<file path="src/rtl/bin_to_bcd.sv">
// Sequential binary-to-BCD converter (shift-and-add-3), one input bit per ADD3/SHIFT pair.
// Result is latched on the final shift and held until the next completion.
module bin_to_bcd #(
    parameter int unsigned BIN_W  = 16,
    parameter int unsigned DIGITS = 5
) (
    input  logic                  clk,
    input  logic                  rst_n,
    input  logic                  start,
    input  logic [BIN_W-1:0]      bin,
    output logic                  busy,
    output logic                  done,
    output logic [4*DIGITS-1:0]   bcd
);

    localparam int unsigned SW = 4 * DIGITS + BIN_W;
    localparam int unsigned CW = $clog2(BIN_W + 1);

    typedef enum logic [1:0] {StIdle, StAdd3, StShift, StDone} state_e;

    state_e              state_q, state_d;
    logic [SW-1:0]       s_q, s_d;
    logic [CW-1:0]       cnt_q, cnt_d;
    logic [4*DIGITS-1:0] bcd_q, bcd_d;
    logic [SW-1:0]       s_add;
    logic [SW-1:0]       s_shl;

    always_comb begin
        s_add = s_q;
        // Nibbles never exceed 9, so +3 on a nibble >= 5 stays inside that nibble.
        for (int i = 0; i < int'(DIGITS); i++) begin
            if (s_q[BIN_W + 4*i +: 4] >= 4'd5) begin
                s_add[BIN_W + 4*i +: 4] = s_q[BIN_W + 4*i +: 4] + 4'd3;
            end
        end
        s_shl = {s_q[SW-2:0], 1'b0};
    end

    always_comb begin
        state_d = state_q;
        s_d     = s_q;
        cnt_d   = cnt_q;
        bcd_d   = bcd_q;
        unique case (state_q)
            StIdle: begin
                if (start) begin
                    s_d     = {{(4*DIGITS){1'b0}}, bin};
                    cnt_d   = CW'(BIN_W);
                    state_d = StAdd3;
                end
            end
            StAdd3: begin
                s_d     = s_add;
                state_d = StShift;
            end
            StShift: begin
                s_d   = s_shl;
                cnt_d = cnt_q - CW'(1);
                if (cnt_q == CW'(1)) begin
                    bcd_d   = s_shl[SW-1:BIN_W];
                    state_d = StDone;
                end else begin
                    state_d = StAdd3;
                end
            end
            StDone: begin
                state_d = StIdle;
            end
            default: begin
                state_d = StIdle;
            end
        endcase
    end

    always_ff @(posedge clk or negedge rst_n) begin
        if (!rst_n) begin
            state_q <= StIdle;
            s_q     <= '0;
            cnt_q   <= '0;
            bcd_q   <= '0;
        end else begin
            state_q <= state_d;
            s_q     <= s_d;
            cnt_q   <= cnt_d;
            bcd_q   <= bcd_d;
        end
    end

    assign busy = (state_q != StIdle);
    assign done = (state_q == StDone);
    assign bcd  = bcd_q;

endmodule

</file>
<file path="config.mk">
export PLATFORM = sky130hd
export DESIGN_NAME = bin_to_bcd
export DESIGN_NICKNAME = d
export VERILOG_FILES = /design/src/rtl/bin_to_bcd.sv
export SDC_FILE = /design/constraint.sdc
export NUM_CORES = 1
export LEC_CHECK = 0
export BUFFER_PORTS_ARGS = -buffer_cell sky130_fd_sc_hd__buf_2
export CORE_AREA = 2 2 85 87
export DETAILED_ROUTE_END_ITERATION = 6
export DIE_AREA = 0 0 87 89
export MAX_ROUTING_LAYER = met4
export PLACE_DENSITY = 0.64
export RECOVER_POWER = 100
export SLEW_MARGIN = 10
export SYNTH_ARGS = -nofsm -noshare
export SYNTH_HDL_FRONTEND = slang
export SYNTH_SLANG_ARGS = --single-unit
</file>
<file path="constraint.sdc">
create_clock -name clk -period 2.45 [get_ports clk]
set_clock_uncertainty 0.1 [all_clocks]
set_input_delay 0.49 -clock clk [delete_from_list [all_inputs] [get_ports clk]]
set_output_delay 0.49 -clock clk [all_outputs]
set_load 0.05 [all_outputs]
</file>
==> impl_metrics.yaml <==
layout:
  areaGrowthSynthToFinish_pct: 14.9
  drive_gt1_frac: 0.143
  multi_input_area_mm2: 0.00156
  finalNonFillerCells: 472
  register_area_mm2: 0.00158
  nNetsFinal: 422
  n_fill_cell: 627
  n_antenna_cell: 0
timing:
  slew_viol_final: 0
  finalCritPeriodShare: 0.912
  setup_viol: 0
  rsz0062_at_grt: "false"
  fmax_ghz: 0.448
  setup_tns_ns: 0
  tightest_slew_ns: 1.22
  post-route-min-period_ns: 2.23
  max_slew_margin: 0.188
  finalHoldViolations: 0
place:
  globalplace.congestion: 0.822
  dp_hpwl_um: 4910
  place_inst: 456
  port_buffers: 40
synth:
  synth_top_family_by_area: "compound AO/OA/AOI/OAI gates"
  syn_nets: 376
  yosys.area.top_type: "dfrtp_1"
  synth_area_mm2: 0.00329
  ys.flop_type: "dfrtp_1"
  synthAdderAreaFrac: 0.0608
  synthSimpleGateAreaFrac: 0.136
  ys_top_cells_by_area: "dfrtp_1 (48%), ha_1 (6.1%), a21oi_1 (5.2%)"
  yosys.area.top_type_share: 0.479
  synth_cells: 341
  avgSynthCellArea_um2: 9.65
  synth_compound_gate_area_share: 0.230
  synthMuxAreaShare: 0.0479
  synth-xor-area-share: 0
  ys_warn_count: 0
  ys_types: 37
  synth-edff-count: 0
  ys_async_sr_fraction: 1.00
  synth.top_cells.by_count: "dfrtp_1 (63), a21oi_1 (34), nand2_1 (34)"
  yosysMostFrequentCell: "dfrtp_1"
  yosysSeqAreaShare: 0.479
  synth-seq-cells: 63
detailed_routing:
  finalWirelength_um: 7070
  drt_iter0_drc: 137
  vias: 2564
  wl_per_cell_um: 15.0
  dr.pass1.iters: 4
  ant_nets: 0
  vias_per_cell: 5.43
  drc_errors: 0
worst_setup_path:
  crit_path_frequent_cell: "inv_1"
  arrival_ns: 1.64
  cp_max_fo: 6
  end_kind: "output port"
  max_stage_delay_ns: 0.46
  path_class: "reg -> out"
  critPathLaunchType: "flip-flop"
  cp.required_ns: 1.86
  slowest_stage: "clkbuf_1"
  cp_cell_sequence: "inv_1, ha_1, inv_1, clkbuf_1"
floorplanning:
  die_width_um: 87
  start_util: 0.490
  fp.coreArea_mm2: 0.00672
  io_pins: 41
  fp.dieH_um: 89
  rows: 30
  design.die.area_mm2: 0.00774
global_routing:
  grtUsageMet3: 0.0342
  grt_pass1_wl_um: 11500
  grt_max_degree: 37
  gr-usage-met2: 0.314
  grt-ovfl-total: 0
  antenna_found_initial: 0
  busiest_layer: "met2"
  grt_pass1_vias: 2371
  track_usage: 0.200
  grt_use_met1: 0.255
pwr:
  clockPowerShare: 0.197
  p_comb_frac: 0.488
  p_int_mw: 2.86
  p_per_area_mw_per_mm2: 1370
  swShare: 0.448
  peakVddDrop_uv: 508
  pwr-share-seq: 0.315
  p_sw_mw: 2.32
  p_leak_nw: 1.68
clock_network:
  holdBufCountCts: 0
  ctsResizeCount: 0
  cts_tree: "done"
  cts_made_buffers: 9
  clockBufferDepth: 2
  clkSinkCount: 63
  path_clk_slew_ns: 0.07
  cts_root_buffer: "clkbuf_8"
  clock_latency_ns: 0.34
  htreeDepth: 3
  post_cts_buffers: 0
status:
  outcome: "complete, no violations"
hold_path:
  min_path_type: "in -> async"
flow_run:
  drv_cap: 0
-- final cells by class --
type | count | share of cell area
tap | 80 | 0.0265
multi-input combinational | 240 | 0.413
clock buffer | 13 | 0.0420
inverter | 22 | 0.0218
clock inverter | 3 | 0.0172
timing repair buffer | 51 | 0.0622
sequential | 63 | 0.417
-- state kept, by name (all words and copies together) (netlist names) --
signal	count
bcd	20
cnt_q	5
s_q	36
state_q	2
-- routing by layer --
| metal | part of all wire | up-vias |
|---|---|---|
| li1 | - | 1288 |
| met4 | 0.0092 | 0 |
| met1 | 0.47 | 1195 |
| met3 | 0.048 | 7 |
| met5 | 0 | - |
| met2 | 0.47 | 74 |
-- power groups by stage --
stage / sequential [mW] / clock (mW) / combinational [mW]
2_1_floorplan: 1.85 / 0 / 1.75
3_3_place_gp: 1.63 / 0 / 2.55
3_5_place_dp: 1.65 / 0 / 2.59
4_1_cts: 1.63 / 1.04 / 2.61
5_1_grt: 1.68 / 1.08 / 2.81
6_report: 1.63 / 1.02 / 2.53
-- cells in the final DEF, fill, tap and decap left out, types with 2 or more instances in the layout --
master | netlist | final
buf_4 | 0 | 4
nor2_1 | 29 | 29
and2_0 | 0 | 2
a31o_2 | 3 | 3
inv_1 | 21 | 21
nand2_1 | 34 | 34
clkbuf_2 | 1 | 6
o32a_1 | 5 | 5
o21ai_0 | 32 | 32
buf_2 | 5 | 17
a21oi_1 | 34 | 34
o2bb2ai_1 | 4 | 4
a22oi_1 | 9 | 9
o32ai_1 | 5 | 5
nand2b_1 | 8 | 8
clkbuf_1 | 10 | 26
bufinv_16 | 0 | 2
nor2b_1 | 16 | 16
dfrtp_1 | 63 | 63
nor3_1 | 3 | 3
clkbuf_8 | 0 | 11
ha_1 | 16 | 16
a22o_1 | 2 | 2
mux2i_1 | 9 | 9
o21a_1 | 4 | 4
a211oi_1 | 5 | 5
mux2_2 | 6 | 5
a211oi_4 | 3 | 3
-- worst max-delay path, delay by kind of cell (launching register included) --
| family | cells | cell delay, ns |
|---|---|---|
| adders and majority gates | 1 | 0.29 |
| DFF | 1 | 0.39 |
| buffers and inverters | 3 | 0.63 |
-- cell families (layout without fill, tap and decap cells) --
kind of cell / count (synthesis) / count (layout)
compound gates: 113 / 113
simple gates: 96 / 96
flops: 63 / 63
buf+inv: 38 / 89
fa+ha+maj: 16 / 16
mux: 15 / 15
-- metrics by stage --
stage | hold WS [ns] | power (mW) | util | setup slack [ns] | instance area [µm²]
CTS | 0.0352 | 5.27 | 0.570 | 0.295 | 3830
detailed placement | 0.365 | 4.24 | 0.537 | 0.339 | 3610
floorplan | 0.0944 | 3.59 | - | 0.637 | 3290
global placement | 0.356 | 4.18 | 0.537 | 0.451 | 3610
global route | 0.304 | 5.57 | 0.563 | 0.0566 | 3780
finish | 0.288 | 5.17 | 0.563 | 0.216 | 3780
-- path summary, 6_finish.rpt --
kind | startpoint | to | slack [ns] | cells after the start
max | state_q[0]$_DFFE_PN0P_ | busy | 0.22 | 4
min | rst_n | bcd[15]$_DFFE_PN0P_ | 0.29 | 1
max reg2reg | state_q[0]$_DFFE_PN0P_ | s_q[31]$_DFFE_PN0P_ | 0.23 | 7
min reg2reg | bcd[15]$_DFFE_PN0P_ | bcd[15]$_DFFE_PN0P_ | 0.38 | 2
max in group asynchronous | rst_n | bcd[8]$_DFFE_PN0P_ | 0.78 | 2
min in group clk | bin[0] | s_q[0]$_DFFE_PN0P_ | 0.29 | 3
Note: power is estimated with default switching activity, not from simulation.
